--- src/rtl/invaders_pkg.sv ---
// Shared screen geometry, field widths and colour encodings for the invaders renderer.
package invaders_pkg;

  localparam int SCREEN_W = 640;
  localparam int SCREEN_H = 480;
  localparam int ROW_W    = 9;
  localparam int COL_W    = 10;
  localparam int BEAM_W   = 10;

  typedef struct packed {
    logic r;
    logic g;
    logic b;
  } rgb_t;

  localparam rgb_t RGB_BLACK   = 3'b000;
  localparam rgb_t RGB_WHITE   = 3'b111;
  localparam rgb_t RGB_GREEN   = 3'b010;
  localparam rgb_t RGB_MAGENTA = 3'b101;

  // Winning object class for one pixel after priority resolution.
  typedef enum logic [2:0] {
    SRC_NONE,
    SRC_ALIEN,
    SRC_PLAYER,
    SRC_FLASH,
    SRC_BULLET
  } pixSrc_t;

  function automatic rgb_t srcColour(input pixSrc_t src);
    rgb_t c;
    c = RGB_BLACK;
    case (src)
      SRC_BULLET, SRC_FLASH: c = RGB_WHITE;
      SRC_PLAYER:            c = RGB_GREEN;
      SRC_ALIEN:             c = RGB_MAGENTA;
      default:               c = RGB_BLACK;
    endcase
    return c;
  endfunction

endpackage

--- src/rtl/box_hit.sv ---
// Axis-aligned box test; negative offsets wrap to large unsigned values and miss.
module box_hit
  import invaders_pkg::*;
#(
  parameter int W = 16,
  parameter int H = 8
) (
  input  logic [BEAM_W-1:0] px,
  input  logic [BEAM_W-1:0] py,
  input  logic [COL_W-1:0]  left,
  input  logic [ROW_W-1:0]  top,
  output logic              hit
);

  logic [10:0] dx;
  logic [10:0] dy;

  assign dx  = {1'b0, px} - {1'b0, left};
  assign dy  = {1'b0, py} - {2'b0, top};
  assign hit = (dx < 11'(W)) && (dy < 11'(H));

endmodule

--- src/rtl/draw_vga_pipe.sv ---
// Two-stage pixel renderer: frame-shadowed object state, alien grid with animation
// and hit flash, bullets and player, priority-muxed into registered 1-bit RGB.
module draw_vga_pipe
  import invaders_pkg::*;
#(
  parameter int GRID_ROWS     = 5,
  parameter int GRID_COLS     = 10,
  parameter int NUM_BULLETS   = 4,
  parameter int ALIEN_W       = 12,
  parameter int ALIEN_H       = 8,
  parameter int ALIEN_PITCH_X = 16,
  parameter int ALIEN_PITCH_Y = 16,
  parameter int PLAYER_W      = 16,
  parameter int PLAYER_H      = 8,
  parameter int BULLET_W      = 2,
  parameter int BULLET_H      = 6,
  parameter int ANIM_FRAMES   = 30,
  parameter int FLASH_FRAMES  = 8
) (
  input  logic                                      Clk,
  input  logic                                      Reset,
  input  logic [GRID_ROWS*GRID_COLS-1:0]            Aliens_Grid,
  input  logic [ROW_W-1:0]                          AliensRow,
  input  logic [COL_W-1:0]                          AliensCol,
  input  logic [ROW_W-1:0]                          PlayerRow,
  input  logic [COL_W-1:0]                          PlayerCol,
  input  logic [ROW_W*NUM_BULLETS-1:0]              BulletRow,
  input  logic [COL_W*NUM_BULLETS-1:0]              BulletCol,
  input  logic [NUM_BULLETS-1:0]                    BulletExists,
  input  logic                                      HitPulse,
  input  logic [$clog2(GRID_ROWS*GRID_COLS)-1:0]    HitIndex,
  input  logic [BEAM_W-1:0]                         CounterX,
  input  logic [BEAM_W-1:0]                         CounterY,
  input  logic                                      inDisplayArea,
  output logic                                      R,
  output logic                                      G,
  output logic                                      B
);

  localparam int GRID_N  = GRID_ROWS * GRID_COLS;
  localparam int IDX_W   = $clog2(GRID_N);
  localparam int PX_SH   = $clog2(ALIEN_PITCH_X);
  localparam int PY_SH   = $clog2(ALIEN_PITCH_Y);
  localparam int ANIM_W  = $clog2(ANIM_FRAMES + 1);
  localparam int FLASH_W = $clog2(FLASH_FRAMES + 1);

  logic frameStart;
  assign frameStart = (CounterX == '0) && (CounterY == '0);

  logic [GRID_N-1:0]              gridSh;
  logic [ROW_W-1:0]               aliensRowSh;
  logic [COL_W-1:0]               aliensColSh;
  logic [ROW_W-1:0]               playerRowSh;
  logic [COL_W-1:0]               playerColSh;
  logic [ROW_W*NUM_BULLETS-1:0]   bulletRowSh;
  logic [COL_W*NUM_BULLETS-1:0]   bulletColSh;
  logic [NUM_BULLETS-1:0]         bulletExistsSh;

  always_ff @(posedge Clk or negedge Reset) begin
    if (!Reset) begin
      gridSh         <= '0;
      aliensRowSh    <= '0;
      aliensColSh    <= '0;
      playerRowSh    <= '0;
      playerColSh    <= '0;
      bulletRowSh    <= '0;
      bulletColSh    <= '0;
      bulletExistsSh <= '0;
    end else if (frameStart) begin
      gridSh         <= Aliens_Grid;
      aliensRowSh    <= AliensRow;
      aliensColSh    <= AliensCol;
      playerRowSh    <= PlayerRow;
      playerColSh    <= PlayerCol;
      bulletRowSh    <= BulletRow;
      bulletColSh    <= BulletCol;
      bulletExistsSh <= BulletExists;
    end
  end

  // Pixel (0,0) must already see the new frame's state, so bypass the shadows there.
  logic [GRID_N-1:0]              gridEff;
  logic [ROW_W-1:0]               aliensRowEff;
  logic [COL_W-1:0]               aliensColEff;
  logic [ROW_W-1:0]               playerRowEff;
  logic [COL_W-1:0]               playerColEff;
  logic [ROW_W*NUM_BULLETS-1:0]   bulletRowEff;
  logic [COL_W*NUM_BULLETS-1:0]   bulletColEff;
  logic [NUM_BULLETS-1:0]         bulletExistsEff;

  assign gridEff         = frameStart ? Aliens_Grid  : gridSh;
  assign aliensRowEff    = frameStart ? AliensRow    : aliensRowSh;
  assign aliensColEff    = frameStart ? AliensCol    : aliensColSh;
  assign playerRowEff    = frameStart ? PlayerRow    : playerRowSh;
  assign playerColEff    = frameStart ? PlayerCol    : playerColSh;
  assign bulletRowEff    = frameStart ? BulletRow    : bulletRowSh;
  assign bulletColEff    = frameStart ? BulletCol    : bulletColSh;
  assign bulletExistsEff = frameStart ? BulletExists : bulletExistsSh;

  logic [ANIM_W-1:0]  animCnt;
  logic               animPhase;
  logic [FLASH_W-1:0] flashCnt;
  logic [IDX_W-1:0]   flashIdx;

  always_ff @(posedge Clk or negedge Reset) begin
    if (!Reset) begin
      animCnt   <= '0;
      animPhase <= 1'b0;
    end else if (frameStart) begin
      if (animCnt == ANIM_W'(ANIM_FRAMES - 1)) begin
        animCnt   <= '0;
        animPhase <= ~animPhase;
      end else begin
        animCnt <= animCnt + ANIM_W'(1);
      end
    end
  end

  // A new hit always takes precedence over the per-frame countdown.
  always_ff @(posedge Clk or negedge Reset) begin
    if (!Reset) begin
      flashCnt <= '0;
      flashIdx <= '0;
    end else if (HitPulse) begin
      flashCnt <= FLASH_W'(FLASH_FRAMES);
      flashIdx <= HitIndex;
    end else if (frameStart && (flashCnt != '0)) begin
      flashCnt <= flashCnt - FLASH_W'(1);
    end
  end

  logic [10:0]      dx;
  logic [10:0]      dy;
  logic [10:0]      cellCol;
  logic [10:0]      cellRow;
  logic [PX_SH-1:0] subX;
  logic [PY_SH-1:0] subY;
  logic [IDX_W-1:0] cellIdx;
  logic             inCell;
  logic             aliveBit;
  logic             legMask;
  logic             alienHit;
  logic             flashHit;

  always_comb begin
    dx       = {1'b0, CounterX} - {1'b0, aliensColEff};
    dy       = {1'b0, CounterY} - {2'b0, aliensRowEff};
    cellCol  = dx >> PX_SH;
    cellRow  = dy >> PY_SH;
    subX     = dx[PX_SH-1:0];
    subY     = dy[PY_SH-1:0];
    cellIdx  = IDX_W'(cellRow * 11'(GRID_COLS) + cellCol);
    inCell   = !dx[10] && !dy[10]
               && (cellCol < 11'(GRID_COLS)) && (cellRow < 11'(GRID_ROWS))
               && (32'(subX) < ALIEN_W) && (32'(subY) < ALIEN_H);
    aliveBit = 1'b0;
    if (inCell) aliveBit = gridEff[cellIdx];
    // Phase 1 frame: outer two columns of the bottom two sprite rows are the legs gap.
    legMask  = animPhase && (32'(subY) >= ALIEN_H - 2)
               && ((32'(subX) < 2) || (32'(subX) >= ALIEN_W - 2));
    alienHit = inCell && aliveBit && !legMask;
    flashHit = inCell && (flashCnt != '0) && (cellIdx == flashIdx);
  end

  logic playerHit;

  box_hit #(
    .W(PLAYER_W),
    .H(PLAYER_H)
  ) uPlayerBox (
    .px  (CounterX),
    .py  (CounterY),
    .left(playerColEff),
    .top (playerRowEff),
    .hit (playerHit)
  );

  logic [NUM_BULLETS-1:0] bulletHitVec;

  for (genvar k = 0; k < NUM_BULLETS; k++) begin : gBullet
    logic boxHit;

    box_hit #(
      .W(BULLET_W),
      .H(BULLET_H)
    ) uBulletBox (
      .px  (CounterX),
      .py  (CounterY),
      .left(bulletColEff[COL_W*k +: COL_W]),
      .top (bulletRowEff[ROW_W*k +: ROW_W]),
      .hit (boxHit)
    );

    assign bulletHitVec[k] = boxHit && bulletExistsEff[k];
  end

  logic onScreen;
  assign onScreen = inDisplayArea && (CounterX < BEAM_W'(SCREEN_W)) && (CounterY < BEAM_W'(SCREEN_H));

  logic bulletQ;
  logic flashQ;
  logic playerQ;
  logic alienQ;
  logic displayQ;

  always_ff @(posedge Clk or negedge Reset) begin
    if (!Reset) begin
      bulletQ  <= 1'b0;
      flashQ   <= 1'b0;
      playerQ  <= 1'b0;
      alienQ   <= 1'b0;
      displayQ <= 1'b0;
    end else begin
      bulletQ  <= |bulletHitVec;
      flashQ   <= flashHit;
      playerQ  <= playerHit;
      alienQ   <= alienHit;
      displayQ <= onScreen;
    end
  end

  pixSrc_t pixSrc;
  rgb_t    pixColour;

  always_comb begin
    pixSrc = SRC_NONE;
    if (bulletQ)      pixSrc = SRC_BULLET;
    else if (flashQ)  pixSrc = SRC_FLASH;
    else if (playerQ) pixSrc = SRC_PLAYER;
    else if (alienQ)  pixSrc = SRC_ALIEN;
    if (!displayQ) pixSrc = SRC_NONE;
    pixColour = srcColour(pixSrc);
  end

  always_ff @(posedge Clk or negedge Reset) begin
    if (!Reset) begin
      R <= 1'b0;
      G <= 1'b0;
      B <= 1'b0;
    end else begin
      R <= pixColour.r;
      G <= pixColour.g;
      B <= pixColour.b;
    end
  end

endmodule

--- config.mk ---
export PLATFORM = sky130hd
export DESIGN_NAME = draw_vga_pipe
export DESIGN_NICKNAME = d
export VERILOG_FILES = /design/src/rtl/invaders_pkg.sv /design/src/rtl/box_hit.sv /design/src/rtl/draw_vga_pipe.sv
export SDC_FILE = /design/constraint.sdc
export NUM_CORES = 1
export LEC_CHECK = 0
export ABC_AREA = 1
export CORE_MARGIN = 10
export CORE_UTILIZATION = 25
export DETAILED_ROUTE_END_ITERATION = 6
export PLACE_DENSITY = 0.49
export SYNTH_ARGS = -nofsm -noshare
export SYNTH_HDL_FRONTEND = slang
export SYNTH_SLANG_ARGS = --single-unit
--- constraint.sdc ---
create_clock -name Clk -period 3.23 [get_ports Clk]
set_input_delay 0.8075 -clock Clk [delete_from_list [all_inputs] [get_ports Clk]]
set_output_delay 0.8075 -clock Clk [all_outputs]
set_load 0.05 [all_outputs]
* Word level (Yosys, flattened, before mapping)
Index checks and enable logic that the tools add are counted.
** Word-level totals
- Logic and storage cells :: 118
- Input port bits :: 198
- Output and inout port bits :: 3
- Memories kept :: 0
- Bits in read-only memories :: 0
- RAM bits :: 0
- Register bits after elaboration :: 192
- Latch bits :: 0
** Cells by class
- Shift-type cells :: 0
- Divide/modulo/power cells :: 0
- $add $sub $neg :: 15
- Bitwise gates (word level) :: 1
- Multiply operators :: 1
- Muxes and demuxes :: 20
- Equality and inequality tests :: 6
- $lt $le $gt $ge :: 20
- Reductions and logical operators :: 35
** Operator list (count)
- $sub 10x10->11 :: 6
- $sub 10x9->11 :: 6
- $mux 50 :: 1
- $lt 11x2->1 const B :: 4
- $lt 11x3->1 const B :: 4
- $mux 40 :: 1
- $mux 36 :: 1
- $logic_and 1x1->1 :: 24
- $logic_not 10->1 :: 2
- $mux 10 :: 2
- $mux 9 :: 2
- $mux 4 :: 3
- $lt 11x4->1 const B :: 1
- $lt 11x5->1 const B :: 1
- $lt 10x10->1 const B :: 1
- $lt 10x9->1 const B :: 1
- $pmux 3 s3 :: 1
- $lt 4x4->1 const B :: 2
- $lt 6x7->1 const B :: 1
- $lt 7x3->1 const B :: 1
- $lt 7x4->1 const B :: 1
- $mul 7x3->5 const B :: 1
- $add 6x6->6 :: 1
- $bmux 1 s6 :: 1
- other kinds (22) :: 29

* Logic depth before layout (Yosys ltp)
- Depth after elaboration :: 13
- Mapped depth :: 39
- Depth with buffers taken out :: 34

* Hierarchy
A second synthesis with hierarchy kept.
** Unflattened totals
- Cell total of the unflattened synthesis :: 2354
- Area, all modules :: 15194.6 um2
** By module, submodules not included
- draw_vga_pipe :: times used 1, seq. area each 4779.6 um2, area each 9589.2 um2, cells each 1237
- box_hit at gBullet[1].uBulletBox ... :: times used 2, seq. area each 0.0 um2, area each 1156.1 um2, cells each 230
- box_hit at uPlayerBox :: times used 1, seq. area each 0.0 um2, area each 1122.3 um2, cells each 231
- box_hit at gBullet[0].uBulletBox :: times used 1, seq. area each 0.0 um2, area each 1091.0 um2, cells each 213
- box_hit at gBullet[3].uBulletBox :: times used 1, seq. area each 0.0 um2, area each 1079.8 um2, cells each 213

* Worst setup path before layout
OpenSTA, ideal clock, no wires.
- Path type :: input to register
- Start :: input port CounterX[6]
- End :: register flashQ
- Path slack :: -2.078 ns
- Setup time :: 0.071 ns
- Buffers on the path :: 8
- Data required time :: 3.159 ns
- Stages on the path :: 32
- Data arrival time :: 5.237 ns
- Cell sequence :: nor2_1 and2_0 clkbuf_2 nand3_2 buf_6 buf_2 buf_2 buf_2 buf_2 buf_2 nand2_1 o21ai_0 inv_1 ha_1 inv_1 o21ai_0 inv_1 nand3_1 nand2_1 nand2_1 inv_1 ha_1 fa_1 clkbuf_1 xor2_1 nor4_1 o21ai_0 a21oi_1 o21ai_0 a21oi_1 nand2b_1 nor2_1
** On the way
- Longest elaborated chain between the ends :: 12
- Elaborated cells on any way between the ends :: 22
- Those cells by class :: 3 x add/sub; 1 x mul; 4 x order compare; 1 x eq/ne; 2 x mux; 11 x reduce/logical
** Ends and longest elaborated chain
- from (decl) :: line draw_vga_pipe.sv:32 : input logic [BEAM_W-1:0] CounterX,
- $logic_not 10->1 (*) :: line draw_vga_pipe.sv:48 : assign frameStart = (CounterX == '0) && (CounterY == '0);
- $logic_and 1x1->1 (*) :: line draw_vga_pipe.sv:48
- $mux 10 (*)
- via aliensColEff[4] :: line draw_vga_pipe.sv:84 : logic [COL_W-1:0] aliensColEff;
- $sub 10x10->11 (*) :: line draw_vga_pipe.sv:146 : dx = {1'b0, CounterX} - {1'b0, aliensColEff};
- branches (longest 7 deep; another with $lt 7x4->1)
- $logic_and 1x1->1 (*) :: line draw_vga_pipe.sv:162 : flashHit = inCell && (flashCnt != '0) && (cellIdx == flashIdx);
- via flashHit :: line draw_vga_pipe.sv:143 : logic flashHit;
- to (signal assigned) :: line draw_vga_pipe.sv:215 : flashQ <= flashHit;
- to (decl) :: line draw_vga_pipe.sv:201 : logic flashQ;
Mark *: on every way through the listed nets, which the timed path passes.
A chain may end at the register's enable or synchronous reset.

* Worst setup path after layout
- Start :: input port CounterX[7]
- End :: register flashQ
** On the way
- Longest elaborated chain between the ends :: 12
- Elaborated cells on any way between the ends :: 22
- Those cells by class :: 3 x add/sub; 1 x mul; 4 x order compare; 1 x eq/ne; 2 x mux; 11 x reduce/logical
** Ends and longest elaborated chain
- $logic_not 10->1 (*) :: line draw_vga_pipe.sv:48
- $logic_and 1x1->1 (*) :: line draw_vga_pipe.sv:48
- $mux 9 (*)
- via aliensRowEff[4] :: line draw_vga_pipe.sv:83 : logic [ROW_W-1:0] aliensRowEff;
- $sub 10x9->11 (*) :: line draw_vga_pipe.sv:147 : dy = {1'b0, CounterY} - {2'b0, aliensRowEff};
- branches (longest 7 deep; another with $mul 7x3->5)
- $logic_and 1x1->1 (*) :: line draw_vga_pipe.sv:162
- via flashHit :: line draw_vga_pipe.sv:143
Marked as above.

==> flow_summary.toml <==
[synthesis]
synth_top_area_share_pct = 35.5
synth_cell_types = 50
synth_top_flop_cell = "dfrtp_1"
synth_area_leaders = "dfrtp_1, nand2_1, ha_1"
synthCells = 1787
synth-async-reset-ratio_pct = 100
syn_area_um2 = 13500
synth.most_common_cell = "nand2_1"
yosysTopAreaCell = "dfrtp_1"
synth_edf_count = 0
synth_commonest_cells = "nand2_1, inv_1, dfrtp_1, o21ai_0, nand3_1"
seq_area_frac_synth_pct = 35.5
synth_area_per_cell_um2 = 7.54
synth-seq-cells = 191
synth_nets = 2105
yosys_warnings = 0

[sta]
fin_ws_ps = -791
max_slew_margin_pct = 59.6
slew_viol_final = 0
fmax_ghz = 0.249
whs_ps = 302
finalClockSkew_ps = 11.3
fin_crit_sh_pct = 124
grt_setup_unrepaired = "true"
setup_viol = 4
fin_crit_ps = 4020
hold_viol = 0
worst_slew_pin_slew_ps = 607

[cts]
cts.sinks = 191
tritoncts = "built"
cts_root_buf = "clkbuf_16"
cts_htree_levels = 4
cts-hold-fix-buffers = 0
cts_buffer_depth = 2
cts.clk_slew.worst_paths_ps = 80
cts_made_buffers = 17
clk_latency_ps = 500

[floorplan]
die_w_um = 252
initial_utilization_pct = 25.1
die_y_um = 252
dieArea_um2 = 63600
core-area_um2 = 53600
io_pins = 201
rows = 85

[power_and_ir_drop]
worst_ir_drop_vdd_uv = 328
p_per_area_nw_per_um2 = 312
leakage_nw = 10.8

[min_path]
hold_path.class = "in2async"

[setup_path]
crit_path_top_delay_cell = "ha_4"
crit_top_cell = "nand2_1"
path_class = "in2reg"
endpoint_kind = "flip-flop"
cp.required_ps = 3620
reg2reg_setup_slack_ps = -90
start_kind = "primary input"
slowest_delay_ps = 270
critPathMaxFanout = 7
crit_arrival_ps = 4410

[placed_design]
place_inst = 2902
io_buffers = 200
place_ws_ps = -1870
dp_hpwl_um = 37900
place_area_um2 = 18300
gp_congestion = 0.842

[outcome]
violations = "setup timing"
outcome = "complete, but fails checks"

[layout]
layout.cells.non_filler = 2989
fin_area_um2 = 20000
nFillCells = 5629
utilization_pct = 37.4
drive_gt1_share_pct = 27.6
area_growth_pct = 48.6
layout.nets = 2596

[job]
cap_viol_max_count = 0

[global_routing]
grt_overflow = 0
antenna_found_initial = 5
grt_first_pass_wirelength_um = 77000
grt_max_degree = 65
grt_use_total_pct = 15.8
grt_pass1_vias = 13700

[drt]
vias_per_cell = 4.49
wl_um = 49800
routedWlPerCell_um = 16.7
dr.pass1.iters = 4
ant_nets = 0
drt_iter0_drc = 719
vias = 13400
post-route-drc-count = 0
## sequential cells by signal, indices dropped and copies added (netlist names)
register and cells:
gridSh 50, bulletColSh 40, bulletRowSh 36, aliensColSh 10
playerColSh 10, aliensRowSh 9, playerRowSh 9, flashIdx 6
animCnt 5, bulletExistsSh 4, flashCnt 4, B 1
G 1, alienQ 1, animPhase 1, bulletQ 1
displayQ 1, flashQ 1, playerQ 1
## worst max-delay path, delay by kind of cell
family                     cells  cell delay, ps
and+or+nand+nor               15            1450
xor gates and xnor gates       1             150
AOI/OAI and AO/OA              5             480
buffers and inverters          7             640
adders and majority gates      4             880
## per-layer routing
metal / vias up / wire (um) / track usage [%]
met5: - / 45 / 0
met4: 8 / 985 / 4.62
met3: 48 / 2570 / 3.65
met2: 259 / 22800 / 25.8
met1: 6332 / 23400 / 20.5
li1: 6766 / - / -
## what timing repair did
item / 4_1_cts / 5_1_grt
cloned: 3 / 1
buffers inserted: 37 / 17
pin swaps: 67 / 70
gates resized for setup: 188 / 105
setup endpoints to repair: 4 / 4
hold endpoints to repair: 0 / 0
## cell usage in the layout (no fill, tap or decap), types with 9 or more instances in the layout
master,synthesis,routed
o21ai_0,131,94
inv_2,4,9
o21bai_1,12,9
clkdlybuf4s50_1,0,179
inv_1,248,237
ha_1,111,98
o21ai_2,0,10
nand2_1,457,427
buf_2,10,13
ha_4,0,10
o211ai_1,11,11
a211oi_1,13,9
clkbuf_16,0,18
nand2_2,16,35
buf_4,3,292
nand2_4,4,15
xnor2_1,17,15
dfrtp_1,191,191
a21oi_2,0,10
or2_2,90,85
a21oi_1,80,69
nand3_1,119,113
nand4_1,25,25
xor2_1,46,43
nor2_1,76,67
nand3_2,8,11
buf_6,4,17
o21ai_1,9,28
nor3_1,10,9
## cell type report
class                   count  area, um2  area share [%]
diodes                      2       5.00          0.0250
clock buffers              17        425            2.12
clock inverters            15        138           0.687
inverters                 252        971            4.85
multi-input cells        1295       8180            40.9
flip-flops and latches    191       4780            23.9
well taps                 696        871            4.35
repair buffers            521       4650            23.2
## logic make-up (layout without fill, tap and decap cells)
logic type | Yosys count | in the layout | synth area share (%)
xor+xnor | 63 | 63 | 4.10
other cells | 0 | 2 | 0
simple gates | 823 | 823 | 27.7
buf+inv | 301 | 805 | 8.80
compound gates | 288 | 288 | 12.2
flops | 191 | 191 | 35.5
mux | 1 | 1 | 0.0743
fa+ha+maj | 120 | 120 | 11.6
## path summary, 6_finish.rpt
check                          startpoint             end  cells after the start
setup / recovery              CounterX[7]          flashQ                     32
hold / removal                      Reset      gridSh[35]                      1
setup reg to reg           aliensRowSh[6]          flashQ                     24
hold reg to reg                gridSh[43]      gridSh[43]                      2
max in group asynchronous           Reset  bulletRowSh[2]                      2
min in group Clk               gridSh[43]      gridSh[43]                      2
## report_power, final
| part | switching, mW | total (mW) | internal [mW] |
|---|---|---|---|
| Sequential | 0.00697 | 2.40 | 2.40 |
| Combinational | 0.844 | 1.68 | 0.832 |
| Clock | 1.14 | 2.16 | 1.02 |
## metrics by stage
step                      TNS, ps  power [mW]
after floorplan             -4250        3.19
after global placement      -6530        4.01
after detailed placement    -6870        4.03
after CTS                   -2400        6.27
after global routing        -3510        6.57
final                       -2560        6.24
No activity file was read; power rests on OpenSTA's default activity.
